**src/rtl/alu_arbiter.sv**
```systemverilog
// alu_arbiter: shares one single-cycle integer ALU between N_REQ requesters.
// Three-state FSM (Idle -> Issue -> Resp) grants one request at a time,
// registers its operands, drives the external ALU for one cycle and returns
// the registered result on the granted port's response channel.
module alu_arbiter #(
   parameter int unsigned N_REQ      = 2,
   parameter bit          PRIO_FIXED = 1'b0
) (
   input  logic                 clk,
   input  logic                 rst,
   input  logic [N_REQ-1:0]     req_valid,
   output logic [N_REQ-1:0]     req_ready,
   input  logic [32*N_REQ-1:0]  req_data1,
   input  logic [32*N_REQ-1:0]  req_data2,
   input  logic [4*N_REQ-1:0]   req_aluop,
   output logic [N_REQ-1:0]     rsp_valid,
   input  logic [N_REQ-1:0]     rsp_ready,
   output logic [31:0]          rsp_result,
   output logic                 rsp_zero,
   output logic                 rsp_err,
   output logic [31:0]          alu_data1,
   output logic [31:0]          alu_data2,
   output logic [3:0]           alu_aluop,
   input  logic [31:0]          alu_result,
   input  logic                 alu_zero,
   output logic                 busy
);

   // Index width for N_REQ in 2..4.
   localparam int unsigned IdxW = (N_REQ > 2) ? 2 : 1;

   typedef enum logic [1:0] {
      StIdle  = 2'd0,
      StIssue = 2'd1,
      StResp  = 2'd2
   } state_e;

   state_e            state_q, state_d;
   logic [IdxW-1:0]   ptr_q, ptr_d;
   logic [IdxW-1:0]   grant_q;
   logic [31:0]       data1_q, data2_q;
   logic [3:0]        op_q;
   logic [31:0]       result_q;
   logic              zero_q;
   logic              err_q;

   logic [IdxW-1:0]   win_idx;
   logic              win_found;
   logic              req_hs;
   logic              rsp_hs;
   int unsigned       cand;
   logic [IdxW-1:0]   cand_idx;

   // Arbitration: round-robin search from ptr, or lowest index first.
   always_comb begin
      win_idx   = '0;
      win_found = 1'b0;
      cand      = 0;
      cand_idx  = '0;
      for (int unsigned k = 0; k < N_REQ; k++) begin
         if (PRIO_FIXED) begin
            cand = k;
         end else begin
            cand = (32'(ptr_q) + k) % N_REQ;
         end
         cand_idx = IdxW'(cand);
         if (!win_found && req_valid[cand_idx]) begin
            win_idx   = cand_idx;
            win_found = 1'b1;
         end
      end
   end

   // The winner is by construction valid, so ready for it means handshake.
   assign req_hs = (state_q == StIdle) && win_found;
   // Only the granted port's rsp_ready completes a response.
   assign rsp_hs = (state_q == StResp) && rsp_ready[grant_q];

   // Next-state and FSM-decoded outputs.
   always_comb begin
      state_d   = state_q;
      ptr_d     = ptr_q;
      req_ready = '0;
      rsp_valid = '0;
      alu_data1 = '0;
      alu_data2 = '0;
      alu_aluop = '0;
      busy      = 1'b1;
      unique case (state_q)
         StIdle: begin
            busy = 1'b0;
            if (win_found) begin
               req_ready[win_idx] = 1'b1;
               state_d            = StIssue;
            end
         end
         StIssue: begin
            alu_data1 = data1_q;
            alu_data2 = data2_q;
            alu_aluop = op_q;
            state_d   = StResp;
         end
         StResp: begin
            rsp_valid[grant_q] = 1'b1;
            if (rsp_hs) begin
               state_d = StIdle;
               if (32'(grant_q) == N_REQ - 1) begin
                  ptr_d = '0;
               end else begin
                  ptr_d = grant_q + IdxW'(1);
               end
            end
         end
         default: begin
            state_d = StIdle;
         end
      endcase
   end

   // FSM state and round-robin pointer.
   always_ff @(posedge clk or posedge rst) begin
      if (rst) begin
         state_q <= StIdle;
         ptr_q   <= '0;
      end else begin
         state_q <= state_d;
         ptr_q   <= ptr_d;
      end
   end

   // Operand and grant capture on request handshake.
   always_ff @(posedge clk or posedge rst) begin
      if (rst) begin
         data1_q <= '0;
         data2_q <= '0;
         op_q    <= '0;
         grant_q <= '0;
      end else if (req_hs) begin
         data1_q <= req_data1[32*win_idx +: 32];
         data2_q <= req_data2[32*win_idx +: 32];
         op_q    <= req_aluop[4*win_idx +: 4];
         grant_q <= win_idx;
      end
   end

   // Result capture at the end of Issue; held stable through Resp.
   always_ff @(posedge clk or posedge rst) begin
      if (rst) begin
         result_q <= '0;
         zero_q   <= 1'b0;
         err_q    <= 1'b0;
      end else if (state_q == StIssue) begin
         err_q <= op_q[3];
         if (op_q[3]) begin
            // Illegal op: ignore whatever the ALU produced.
            result_q <= '0;
            zero_q   <= 1'b1;
         end else begin
            result_q <= alu_result;
            zero_q   <= alu_zero;
         end
      end
   end

   assign rsp_result = result_q;
   assign rsp_zero   = zero_q;
   assign rsp_err    = err_q;

endmodule

```
**config.mk**
```make
export PLATFORM = sky130hd
export DESIGN_NAME = alu_arbiter
export DESIGN_NICKNAME = d
export VERILOG_FILES = /design/src/rtl/alu_arbiter.sv
export SDC_FILE = /design/constraint.sdc
export NUM_CORES = 1
export LEC_CHECK = 0
export CORE_MARGIN = 1
export CORE_UTILIZATION = 39
export CTS_CLUSTER_SIZE = 24
export DETAILED_ROUTE_END_ITERATION = 10
export PLACE_DENSITY = 0.86
export SLEW_MARGIN = 20
export SYNTH_ARGS = -nofsm -noshare
export SYNTH_HDL_FRONTEND = slang
export SYNTH_SLANG_ARGS = --single-unit
```
**constraint.sdc**
```tcl
create_clock -name clk -period 5.5 [get_ports clk]
set_clock_uncertainty 0.05 [all_clocks]
set_input_delay 1.65 -clock clk [delete_from_list [all_inputs] [get_ports clk]]
set_output_delay 1.65 -clock clk [all_outputs]
set_load 0.05 [all_outputs]
```
# --- Word-level counts from Yosys, hierarchy flattened ---
# Index checks and enable logic that the tools add are counted.
word_totals:
  regBits: 106
  out_inout_bits: 107
  wordCells: 60
  in_bits: 175
op_classes:
  order_cmp: 6
  muxes: 27
  eq_ne: 4
  n_shift: 3
  add_sub_neg: 2
  reduce_logical: 9
op_table:
  columns: ["cell", "n"]
  rows:
  - ["64-bit by 7-bit indexed part select with 32-bit output", 2]
  - ["32-bit two-way mux", 3]
  - ["1-bit two-way mux", 15]
  - ["2-bit two-way mux", 5]
  - ["1-bit by 2-bit less-than comparator with 1-bit output (second input constant)", 4]
  - ["8-bit by 4-bit indexed part select with 4-bit output", 1]
  - ["2-bit one-hot mux with 3 select lines", 1]
  - ["1-bit logical AND", 5]
  - ["4-bit two-way mux", 1]
  - ["2-bit != test (second input constant)", 2]
  - ["2-bit AND reduction", 2]
  - ["1-bit adder (second input constant)", 2]
  - ["1-bit demux with 1-bit select", 2]
  - ["2-bit by 1-bit equality test with 1-bit output (second input constant)", 1]
  - ["2-bit equality test (second input constant)", 1]
  - ["1-bit >= comparator (second input constant)", 2]
  - ["2-bit zero test", 1]
  - ["1-bit zero test", 1]

# --- Depth between registers and ports, before layout ---
# Gate-level depths: netlist (run 1).
logic_depth:
  depth_word: 12
  ltp_mapped: 6
  mapped_depth_nobuf: 4

# --- Worst setup path before layout (run 1) ---
# No wires, ideal clock.
synth_path:
  path_type: "input-to-output"
  start: "input req_valid[0]"
  end: "output req_ready[1]"
  setup_slack_ns: 1.168
  path_buffers: 2
  stages: 4
  t_required_ns: 3.800
  t_arrival_ns: 2.632
  cell_sequence: "inv_1 o211a_1 buf_2 clkbuf_1"
synth_via:
  elab_chain_len: 12
  word_cells_on_any_way: 17
  classes_between: "order compare (2); mux (12); reduce/logical (3)"
synth_rtl:
  columns: ["element", "line", "source"]
  rows:
  - ["start, declared", "11", "input logic [N_REQ-1:0] req_valid,"]
  - ["1-bit two-way mux (implied by the code) (2 in series)", "67", "if (!win_found && req_valid[cand_idx]) begin"]
  - ["1-bit two-way mux", "67", null]
  - ["1-bit zero test", "67", null]
  - ["1-bit logical AND", "67", null]
  - ["1-bit two-way mux", "67", null]
  - ["1-bit by 2-bit less-than comparator with 1-bit output (implied by the code) / 1-bit >= comparator (equally long branches)", "93", "req_ready[win_idx] = 1'b1;"]
  - ["1-bit logical AND (implied by the code)", "93", null]
  - ["1-bit two-way mux (implied by the code)", "93", null]
  - ["1-bit demux with 1-bit select", "93", null]
  - ["2-bit two-way mux (*)", "92", "if (win_found) begin"]
  - ["2-bit two-way mux (*)", "89", "unique case (state_q)"]
  - ["end, declared", "12", "output logic [N_REQ-1:0] req_ready,"]
# Every way passes the cells marked *; elsewhere a longest branch is shown, timed or not. The select of a mux whose other input is x is not followed.

# --- Worst setup path in the final report (run 1) ---
layout_path:
  start: "register state_q[1]"
  end: "output alu_data1[25]"
layout_via:
  elab_chain_len: 2
layout_rtl:
  columns: ["element", "line", "source"]
  rows:
  - ["start, declared", "38", "state_e state_q, state_d;"]
  - ["start signal, assigned", "123", "state_q <= StIdle;"]
  - ["start signal, assigned", "126", "state_q <= state_d;"]
  - ["2-bit by 1-bit equality test with 1-bit output", "89", null]
  - ["32-bit two-way mux", "89", null]
  - ["end, declared", "21", "output logic [31:0] alu_data1,"]
# Every way passes these cells.

==> results.md, run 1 <==
* Cts repair resizes at 0
* Synth Warn # at 0
* Main combinational cell family by area after synthesis: compound AO/OA/AOI/OAI gates
* Compound-gate portion of the synthesized area at 24.8%
* Top_reg_cell synth: dfrtp_1
* RSZ-0062 raised after global routing: no
* Num CTS Buffers at 9
* Static leakage at 3.52 nW
* Pre-Repair DR Iteration Count at 6
* Total wire length at 16,700 um
* Clk buf depth at 2
* Drt drc at 0
* Top post-synthesis cells by area: dfrtp_1 (52%), a221o_1 (13%), o21a_1 (10%), and2_1 (8.3%), nand2_1 (4.9%)
* Final instance area at 8350 um2
* Full die area at 13,500 um2
* Overall Global Routing Usage at 24.4%
* Syn avg cell area at 10.6 um2
* Die extent in y at 116 um
* Core Area at 12,700 um2
* Worst Hold Path EP: rsp_result[29]
* Synth unique cells at 23
* Vias in the first global route at 5,072
* Final period utilization at 81.1%
* GR Util met1 at 28.5%
* Port buffer count at 281
* Clock slew at reported path FFs at 0.07 ns
* Post-synthesis xor/xnor area fraction at 0%
* Drt via density at 5.36
* Fraction of registers with async set/reset at 100%
* Top post-synthesis cells by count: dfrtp_1 (106), a221o_1 (68), and2_1 (68), o21a_1 (68), nand2_1 (66)
* Nets at 909
* Critical path type: flop to primary output
* R2r setup slk at 2.74 ns
* Post-synthesis mux area share at 0%
* Post-DP Area at 8050 um2
* Synth top area share at 52.1%
* WP data arrival at 2.76 ns
* Post-layout min period at 4.46 ns
* Top-count cell post-synth: dfrtp_1
* DRT iter0 DRCs at 270
* DP HPWL at 11,600 um
* Final setup viols at 0
* Pwr per Cell Area at 591 nW/um2
* Final hold vios at 0
* Busiest metal layer after global routing: met2
* Pins Over Slew Limit at 0
* FMAX at 224 MHz
* Met3 GRT Util at 5.81%
* Least-Margin Pin Slew at 0.859 ns
* Mapped cell area at 5100 um2
* Critical path peak fanout at 51
* First-pass GRT wire length at 25,500 um
* Startpoint types: flop
* Worst setup EP type: primary output
* Die W at 116 um
* Seq/Total Area, Yosys at 52.1%
* Hold_buf cts at 0
* Antenna-violating nets left at 0
* Synth Instances at 480
* RD Place Congestion at 0.762
* Layout cell share with drive strength beyond 1 at 4.06%
* Outcome: finished clean
* Worst r2r src: state_q[1]
* Register bit count reported by yosys at 106
* # rows at 41
* IO Pins at 282
* Clock sink count at 106
* Largest net degree at the start of global routing at 83
* Setup Total Neg Slack at 0 ns
* Diode count at 0
* Largest area contributor in the netlist: dfrtp_1
* R2R Path End: data1_q[9]
* Max-slew headroom at 42.6%
* Total congestion overflow at 0
* Initial core utilization at 40.2%
* Area delta synth->final at 63.8%
* Hold Path Stages at 2
* CTS tree: done
* CP required at 3.80 ns
* Drt wl/cell at 18.3 um
* Post-CTS setup buffer count at 0
* Clk_lat worst skew at 0.33 ns
* GRT met2 Usage at 42.3%
* Post-Synth Adder-Cell Area at 0%
* Max-cap violations at 0
* H-Tree Depth at 3
* Worst hold start: rsp_result[29]
* Synthesized Nets at 655
* Root buffer cell: clkbuf_16
* Simple-Gate Fraction of Synth Area at 18.9%
* Worst VDD drop at 0.690 mV
* Number of flops mapped to enable cells by yosys at 0
* Worst min-delay path class: flop to flop
* Initial antenna violation count at 0
* Routed via count at 4,881
* FF-to-FF path depth at 6
-- logic make-up after synthesis --
group,after synthesis
AOI/OAI and AO/OA,146
buffers and inverters,52
DFF,106
and+or+nand+nor,176
-- state kept, by name (all words and copies together) (netlist names) --
| register | flops |
|---|---|
| data1_q | 32 |
| data2_q | 32 |
| grant_q | 1 |
| op_q | 4 |
| ptr_q | 1 |
| rsp_err | 1 |
| rsp_result | 32 |
| rsp_zero | 1 |
| state_q | 2 |
-- cell type report --
class                           count  area [um2]
Timing Repair Buffer              290        2910
Multi-Input combinational cell    322        2240
Tap cell                          172         215
Clock buffer                       13         250
Clock inverter                      3        47.5
Sequential cell                   106        2650
Inverter                            5        23.8
Fill cell                         969        4330
-- placed cells by master, fill, tap and decap left out --
cell and n:
o211a_2 1, bufinv_16 1, nor2_4 1, nor2b_4 1, o21ai_0 5, nand2_1 66
and2_1 68, clkbuf_1 3, a221o_1 68, clkdlybuf4s50_1 279, inv_6 2, buf_4 8
buf_12 3, clkbuf_16 9, nand2b_1 3, nor2_1 4, nand3b_1 32, a211oi_4 1
a21oi_1 1, dfrtp_1 106, inv_1 3, o21a_1 68, clkbuf_8 1, a31oi_1 1
inv_2 1, a21o_1 1, and3_1 1, clkinv_4 1
-- worst max-delay path, stage by stage, from the launching register on --
cell and delay (ns):
dfrtp_1 0.46, nor2b_4 0.65, buf_12 0.30, and2_1 0.15
clkdlybuf4s50_1 0.83
-- report_power, final --
group / internal (W) / switching, W / leakage, nW
clock network: 0.000369 / 0.000281 / 0.144
registers: 0.00115 / 0.000224 / 1.32
logic: 0.00115 / 0.00176 / 2.06
-- layer usage --
layer / part of all wire (%) / wire length [um]
met4: 3.2 / 528
met5: 0 / 0
met3: 8.2 / 1360
met2: 49 / 8160
met1: 40 / 6630
-- worst max path at each step --
| stage | slack [ns] | to | start | cells past startpoint |
|---|---|---|---|---|
| finish | 1.04 | alu_data1[25] | state_q[1] | 4 |
| global route | 0.90 | alu_data1[26] | state_q[0] | 4 |
| CTS | 1.02 | alu_data2[29] | state_q[1] | 4 |
| detailed placement | 1.09 | req_ready[1] | req_valid[0] | 4 |
| global placement | 1.09 | req_ready[1] | req_valid[0] | 4 |
| floorplan | 1.01 | data1_q[0] | rst | 1 |
-- per-stage QoR --
stage	setup slack, ns	total power [W]	util (%)	hold WS, ns	std cells
floorplan	1.01	0.00332	-	0.459	480
global placement	1.09	0.00421	63.5	0.399	895
detailed placement	1.09	0.00429	63.5	0.406	895
CTS	1.02	0.00496	65.8	0.421	911
global route	0.899	0.00519	65.9	0.446	911
finish	1.04	0.00493	65.9	0.417	911
(Power assumes the default switching activity.)
==> run 2: changes to the inputs <==
CORE_UTILIZATION = 35   (was 39)
PLACE_DENSITY = 0.82   (was 0.86)
clock period = 3.7 ns   (was 5.5 ns; I/O delays follow)
==> run 2 against run 1 <==
Sequential share of layout area grew 0.17 points; via count shrank 1.1%; first-iteration DRC count shrank 0.74%; largest power group unchanged; sequential power grew 46%; register-to-register slack lost 1.4 ns; cell count grew 0.99%; power grew 47%; utilization shrank 6.8 points; worst hold slack is essentially flat; clock-buffer cell count shrank 3; clock power grew 45%; design area shrank 0.54%.
==> results.md, run 2 (synthesis results as in run 1) <==
* FMAX at 282 MHz
* Clk buf depth at 2
* IO Pins at 282
* Drt wl/cell at 17.4 um
* Most frequent cells in the layout: clkdlybuf4s50_1 (249), dfrtp_1 (106), o21a_1 (68), a221o_1 (68), and2_1 (68)
* FF+latch area at 2650 um2
* Final worst setup slack at 0.150 ns
* Pins Over Slew Limit at 0
* # rows at 43
* Die extent in y at 123 um
* Max-cap violations at 0
* Routed via count at 4,826
* Largest net degree at the start of global routing at 107
* Final setup viols at 0
* Worst min-delay path class: flop to flop
* First-pass GRT wire length at 24,900 um
* DP HPWL at 11,100 um
* Total congestion overflow at 0
* Die W at 123 um
* Commonest non-fill, non-tap cell in the layout: clkdlybuf4s50_1
* Clk_lat worst skew at 0.34 ns
* FILL cells at 1,157
* DRT iter0 DRCs at 268
* Static leakage at 3.58 nW
* RD Place Congestion at 0.793
* Pwr per Cell Area at 873 nW/um2
* Hold_buf cts at 0
* R2r setup slk at 1.31 ns
* Least-Margin Pin Slew at 0.779 ns
* Diode count at 0
* Initial antenna violation count at 0
* Clock slew at reported path FFs at 0.07 ns
* RSZ-0062 raised after global routing: no
* CP required at 2.54 ns
* Clock sink count at 106
* Nets at 910
* Worst VDD drop at 0.888 mV
* Worst hold start: rsp_result[9]
* Core Area at 14,000 um2
* Area of the multi-input gates at 2240 um2
* Drt drc at 0
* CTS tree: done
* Post-layout min period at 3.55 ns
* Met3 GRT Util at 5.34%
* Critical path type: flop to primary output
* Layout cell share with drive strength beyond 1 at 8.51%
* Worst r2r src: state_q[1]
* Root buffer cell: clkbuf_16
* H-Tree Depth at 3
* Worst setup EP type: primary output
* Drt via density at 5.25
* Post-CTS setup buffer count at 0
* WP data arrival at 2.39 ns
* Area delta synth->final at 62.9%
* Hold WS at 0.417 ns
* GR Util met1 at 26.3%
* Critical Path Start: state_q[1]
* Overall Global Routing Usage at 21.3%
* Num CTS Buffers at 9
* Full die area at 15,000 um2
* Final period utilization at 95.9%
* Cts repair resizes at 0
* Initial core utilization at 36.3%
* Max-slew headroom at 48.1%
* Post-DP Area at 8010 um2
* Final hold vios at 0
* Startpoint types: flop
* Setup Total Neg Slack at 0 ns
* GRT met2 Usage at 35.4%
* Critical path peak fanout at 24
* Vias in the first global route at 4,856
* Outcome: finished clean
* Port buffer count at 281
* Pre-Repair DR Iteration Count at 4
* Pre-CTS setup slack at 0.338 ns
* Total wire length at 16,000 um
* Busiest metal layer after global routing: met2
* Final instance area at 8300 um2
* Antenna-violating nets left at 0
-- run 2: where the power goes --
group          total, W  internal [W]  switching [W]
registers       0.00200       0.00170       0.000297
clock network  0.000941      0.000521       0.000420
logic           0.00431       0.00168        0.00262
total           0.00725       0.00391        0.00334
-- run 2: worst max-delay path, stage by stage, from the launching register on --
cell	delay, ns
dfrtp_1	0.46
nor2b_4	0.40
buf_12	0.21
and2_1	0.14
clkdlybuf4s50_1	0.82
-- run 2: metal layers --
layer	up-vias	share of wire (%)
met5	-	0
met4	0	2.9
met3	34	7.6
met2	222	48
met1	2338	42
li1	2232	-
-- run 2: path summary, 6_finish.rpt --
kind                            depth (start not counted)             to
min in group asynchronous                               3    data2_q[16]
max in group asynchronous                               3     data1_q[4]
worst max-delay path                                    4  alu_data2[23]
worst max register to register                          5    data2_q[10]
worst min-delay path                                    2  rsp_result[9]
worst min register to register                          2  rsp_result[9]
-- run 2: final cells by class --
class                      instances  area share (%)
clock buffer                      10            2.76
clock inverter                     6           0.693
inverter                           5           0.271
multi-input combinational        322            27.0
sequential                       106            32.0
tap                              180            2.71
timing repair buffer             291            34.6
-- run 2: through the flow --
stage          total power [W]  cells  utilization [%]
2_1_floorplan          0.00493    480                -
3_3_place_gp           0.00622    904             57.1
3_5_place_dp           0.00634    904             57.1
4_1_cts                0.00730    920             59.1
5_1_grt                0.00765    920             59.1
6_report               0.00725    920             59.1
==> run 3: changes to the inputs <==
CTS_CLUSTER_DIAMETER = 200   (was default)
SLEW_MARGIN = default   (was 20)
==> results of run 3 <==
No change in the layout: final DEF, timing and power equal those of run 2.
==> RTL edit 1: new RTL, flow settings as in run 1 <==
Set the parameter `N_REQ` to 4 (it was 2). Comments in the files are not updated.
--- a/src/rtl/alu_arbiter.sv
+++ b/src/rtl/alu_arbiter.sv
@@ -5,3 +5,3 @@
 module alu_arbiter #(
-   parameter int unsigned N_REQ      = 2,
+   parameter int unsigned N_REQ      = 4,
    parameter bit          PRIO_FIXED = 1'b0
Ports: changed (7 resized); port bits go from 282 to 426. No check against the original RTL was run, so the function may have changed too.
==> RTL edit 1 against run 1 <==
Power rose by 25%. Non-clock buffer count up 155. Die area is 31% higher. Design area rose by 36%. Routed wire length is 68% higher. Sequential cell count up 2. Area after synthesis grew 31%. Worst setup slack worse by 0.81 ns. Critical path type is now in -> out. Largest cell class unchanged.
==> RTL edit 1: results <==
group,metric,value,unit
critical_path,source_of_the_worst_register_to_register_timing_path,"state_q[1]$_DFFE_PP0P_",
yosys,synth-edff-count,0,
cts,worst_skew_pair_later_pin_latency,0.35,ns
cts,cts-buffers-inserted,9,
route,drt-pass1-iter-count,7,
place,detailedPlacementHpwl,20220,um
yosys,parity_gate_share_of_the_synthesized_area_counting_xor_and_xnor_cells,0,%
route,routed-via-count,7896,
place,place_inst,1343,
place,placement.setup.worst_slack,0.2209,ns
critical_path,worst_setup_ep,"req_ready[3]",
yosys,compound_gate_fraction_of_synth_area,30.64,%
global_route,grt_usage,31.33,%
worst_hold_path,min_delay_worst_endpoint,"rsp_result[18]$_DFFE_PP0N_",
critical_path,worst_path_dominant_cell_family,"simple AND/OR/NAND/NOR gates",
timing,worst_hold_slack,0.4192,ns
cts,ctsRootBufferMaster,"sky130_fd_sc_hd__clkbuf_16",
yosys,mappedNetlistNets,1085,
yosys,yosys.area_share.adder,0.7492,%
final_layout,finish.cell_count_without_fillers,1360,
power,irDropWorstVdd,0.0002819,V
worst_hold_path,worstHoldStart,"rsp_result[18]$_DFFE_PP0N_",
cts,max-clock-path-buffers,2,
route,first_iter_violations,590,
critical_path,cp_slowest_stage_delay,0.71,ns
yosys,synth-seq-area-share,40.46,%
place,placement.io_buffers,425,
timing,timing.final.hold_violations,0,
worst_hold_path,class_of_the_most_critical_hold_timing_path,"reg -> reg",
global_route,number_of_antenna_violations_at_the_first_check_in_global_routing,1,
critical_path,r2r_end,"op_q[3]$_DFFE_PP0P_",
final_layout,final_net_count,1453,
cts,postCtsResizedCells,0,
critical_path,crit_fanout,9,
critical_path,crit_arrival,3.57,ns
global_route,wire_length_of_the_first_global_routing_pass,42740,um
run_status,status,"finished, final reports clean",
yosys,ys_warn_count,0,
cts,path_clk_slew,0.08,ns
yosys,synth_area_leaders,"sky130_fd_sc_hd__dfrtp_1 (40%), sky130_fd_sc_hd__a41oi_1 (8.9%), sky130_fd_sc_hd__and2_1 (6.9%)",
global_route,vias_in_the_first_global_route,7661,
place,placement.cell_area,11050,um2
critical_path,reg2reg_setup_slack,3.12,ns
power,total_leakage_power,4.387,nW
route,wire_per_inst,20.63,um
yosys,synthMuxAreaShare,0.6556,%
power,power_switching,3.119,mW
yosys,syn_inst,766,
timing,worst-slew-pin-transition,0.9278,ns
yosys,ys_top_cells_by_count,"sky130_fd_sc_hd__dfrtp_1 (108), sky130_fd_sc_hd__and2_1 (74), sky130_fd_sc_hd__nor2_1 (72)",
critical_path,cp_slowest_cell,"sky130_fd_sc_hd__clkdlybuf4s50_1",
yosys,synth.distinct_cells,41,
final_layout,drive_above_1_share,5.882,%
global_route,grt_max_degree,71,
critical_path,setup.worst_path.start,"req_valid[1]",
timing,period_needed,5.270,ns
place,globalplace.congestion,0.8692,
## RTL edit 1: power groups by stage
stage | clock network (mW) | logic [mW] | registers [mW]
finish | 0.702 | 4.07 | 1.38
detailed placement | 0 | 4.06 | 1.40
floorplan | 0 | 2.47 | 1.61
CTS | 0.714 | 4.07 | 1.38
global route | 0.745 | 4.30 | 1.43
global placement | 0 | 3.99 | 1.38
## RTL edit 1: layer usage
| layer | track usage (%) | share of wire [%] |
|---|---|---|
| met1 | 37.05 | 38 |
| met2 | 55.29 | 51 |
| met3 | 6.590 | 8.2 |
| met4 | 12.20 | 3.1 |
| met5 | 0 | 0 |
## RTL edit 1: final cells by class
cell class	count	area, um2
inverter	6	25.02
timing repair buffer	445	4489
sequential	108	2703
fill	1328	5278
clock inverter	6	77.57
antenna	1	2.502
tap	220	275.3
multi-input combinational	564	3553
clock buffer	10	239.0
## RTL edit 1: worst min-delay path: cells and delay by family, from the launching register on
| kind | cells | cell delay, ns |
|---|---|---|
| flops | 1 | 0.35 |
| simple gates | 2 | 0.09 |
==> RTL edit 2: new RTL, flow settings as in run 1 <==
Without the edit above. Encoding of `state_e`: now one-hot (3 bits for 3 states).
--- a/src/rtl/alu_arbiter.sv
+++ b/src/rtl/alu_arbiter.sv
@@ -31,6 +31,6 @@
 
-   typedef enum logic [1:0] {
-      StIdle  = 2'd0,
-      StIssue = 2'd1,
-      StResp  = 2'd2
+   typedef enum logic [2:0] {
+      StIdle  = 3'b001,
+      StIssue = 3'b010,
+      StResp  = 3'b100
    } state_e;
Function: same outputs for any inputs over 10 cycles, from zero or initial values and one cycle with rst high; not proved beyond that.
==> RTL edit 2 against run 1 <==
Sequential cell count rose by 1. Via count up 5.9%. First-iteration DRC count is 0.74% lower. Routed wire length grew 3.2%. Combinational power fell by 18%. Worst setup slack got worse by 0.12 ns. Area after synthesis rose by 3.9%. Power down 11%. Design area rose by 1.5%. Critical path depth stayed put. Critical path type is now in -> out. Highest routed layer unchanged.
==> RTL edit 2: results <==
group,metric,value,unit
critical_path,crit_arrival,2.88,ns
global_route,grt_usage,24.72,%
route,routed_wirelength,17210,um
final_layout,n_antenna_cell,0,
timing,worst-slew-pin-transition,0.7959,ns
run_status,status,"finished, final reports clean",
global_route,wire_length_of_the_first_global_routing_pass,27450,um
yosys,synthMuxAreaShare,0.2128,%
place,detailedPlacementHpwl,11410,um
global_route,vias_in_the_first_global_route,5271,
cts,ctsRootBufferMaster,"sky130_fd_sc_hd__clkbuf_16",
yosys,compound_gate_fraction_of_synth_area,13.78,%
yosys,synth-seq-area-share,50.61,%
place,placement.setup.worst_slack,0.9247,ns
yosys,ys_top_cells_by_count,"sky130_fd_sc_hd__nand2_1 (135), sky130_fd_sc_hd__dfrtp_1 (106), sky130_fd_sc_hd__and2_1 (69)",
route,drt-pass1-iter-count,4,
final_layout,number_of_fillers_in_the_final_layout,1114,
power,total_leakage_power,3.600,nW
global_route,grt_max_degree,71,
yosys,synth.distinct_cells,24,
final_layout,final_net_count,979,
place,globalplace.congestion,0.7732,
critical_path,crit_fanout,3,
power,irDropWorstVdd,0.0004930,V
yosys,mappedNetlistNets,733,
place,placement.cell_area,8160,um2
yosys,synth_area_leaders,"sky130_fd_sc_hd__dfrtp_1 (50%), sky130_fd_sc_hd__a221o_1 (13%), sky130_fd_sc_hd__nand2_1 (9.6%)",
final_layout,drive_above_1_share,4.944,%
[RTL edit 2: power by group]
| part | total, mW | internal (mW) | switching, mW | leakage [nW] |
|---|---|---|---|---|
| clock network | 0.673 | 0.361 | 0.312 | 0.151 |
| logic | 2.38 | 0.904 | 1.47 | 2.11 |
| registers | 1.35 | 1.16 | 0.195 | 1.34 |
| total | 4.40 | 2.42 | 1.98 | 3.60 |
[RTL edit 2: cell type report]
class	instances	area (um2)	share of cell area, %
inverter	4	17.52	0.2069
clock buffer	9	225.2	2.660
timing repair buffer	291	2890	34.13
multi-input combinational	391	2354	27.79
clock inverter	7	82.58	0.9752
sequential	107	2679	31.63
tap	176	220.2	2.600
[RTL edit 2: through the flow]
| step | power [mW] | utilization, % | hold WS (ns) | std cells |
|---|---|---|---|---|
| 5_1_grt | 4.646 | 63.95 | 0.4455 | 985 |
| 2_1_floorplan | 2.971 | - | 0.4216 | 558 |
| 3_3_place_gp | 3.700 | 61.62 | 0.3978 | 969 |
| 4_1_cts | 4.435 | 63.95 | 0.4214 | 985 |
| 3_5_place_dp | 3.752 | 61.62 | 0.4045 | 969 |
| 6_report | 4.404 | 63.95 | 0.4178 | 985 |
[RTL edit 2: metal layers]
metal  share of wire (%)  vias up  global-route usage [%]
met5                   0        -                       0
met1                  41     2473                   30.70
met2                  50      217                   42.87
li1                    -     2451                       -
met3                 6.6       28                   5.116
met4                 2.1        0                   7.911
[RTL edit 2: cell families (layout without fill, tap and decap cells)]
group | after synthesis | after routing
flops | 107 | 107
simple gates | 314 | 314
buf+inv | 60 | 311
mux | 1 | 1
compound gates | 76 | 76
[RTL edit 2: final timing paths]
check | startpoint | cells after the start | slack (ns) | end
setup / recovery | req_valid[0] | 4 | 0.92 | req_ready[1]
hold / removal | rsp_result[3]$_DFFE_PP0N_ | 2 | 0.42 | rsp_result[3]$_DFFE_PP0N_
setup reg to reg | state_q[0]$_DFFE_PP1P_ | 4 | 3.21 | data2_q[12]$_DFFE_PP0P_
hold reg to reg | rsp_result[3]$_DFFE_PP0N_ | 2 | 0.42 | rsp_result[3]$_DFFE_PP0N_
max in group asynchronous | rst | 3 | 2.84 | state_q[0]$_DFFE_PP1P_
min in group asynchronous | rst | 2 | 1.66 | rsp_result[30]$_DFFE_PP0N_
[RTL edit 2: worst max-delay path, delay by kind of cell]
| family | cells | cell delay, ns |
|---|---|---|
| buffers and inverters | 2 | 0.76 |
| and+or+nand+nor | 2 | 0.46 |
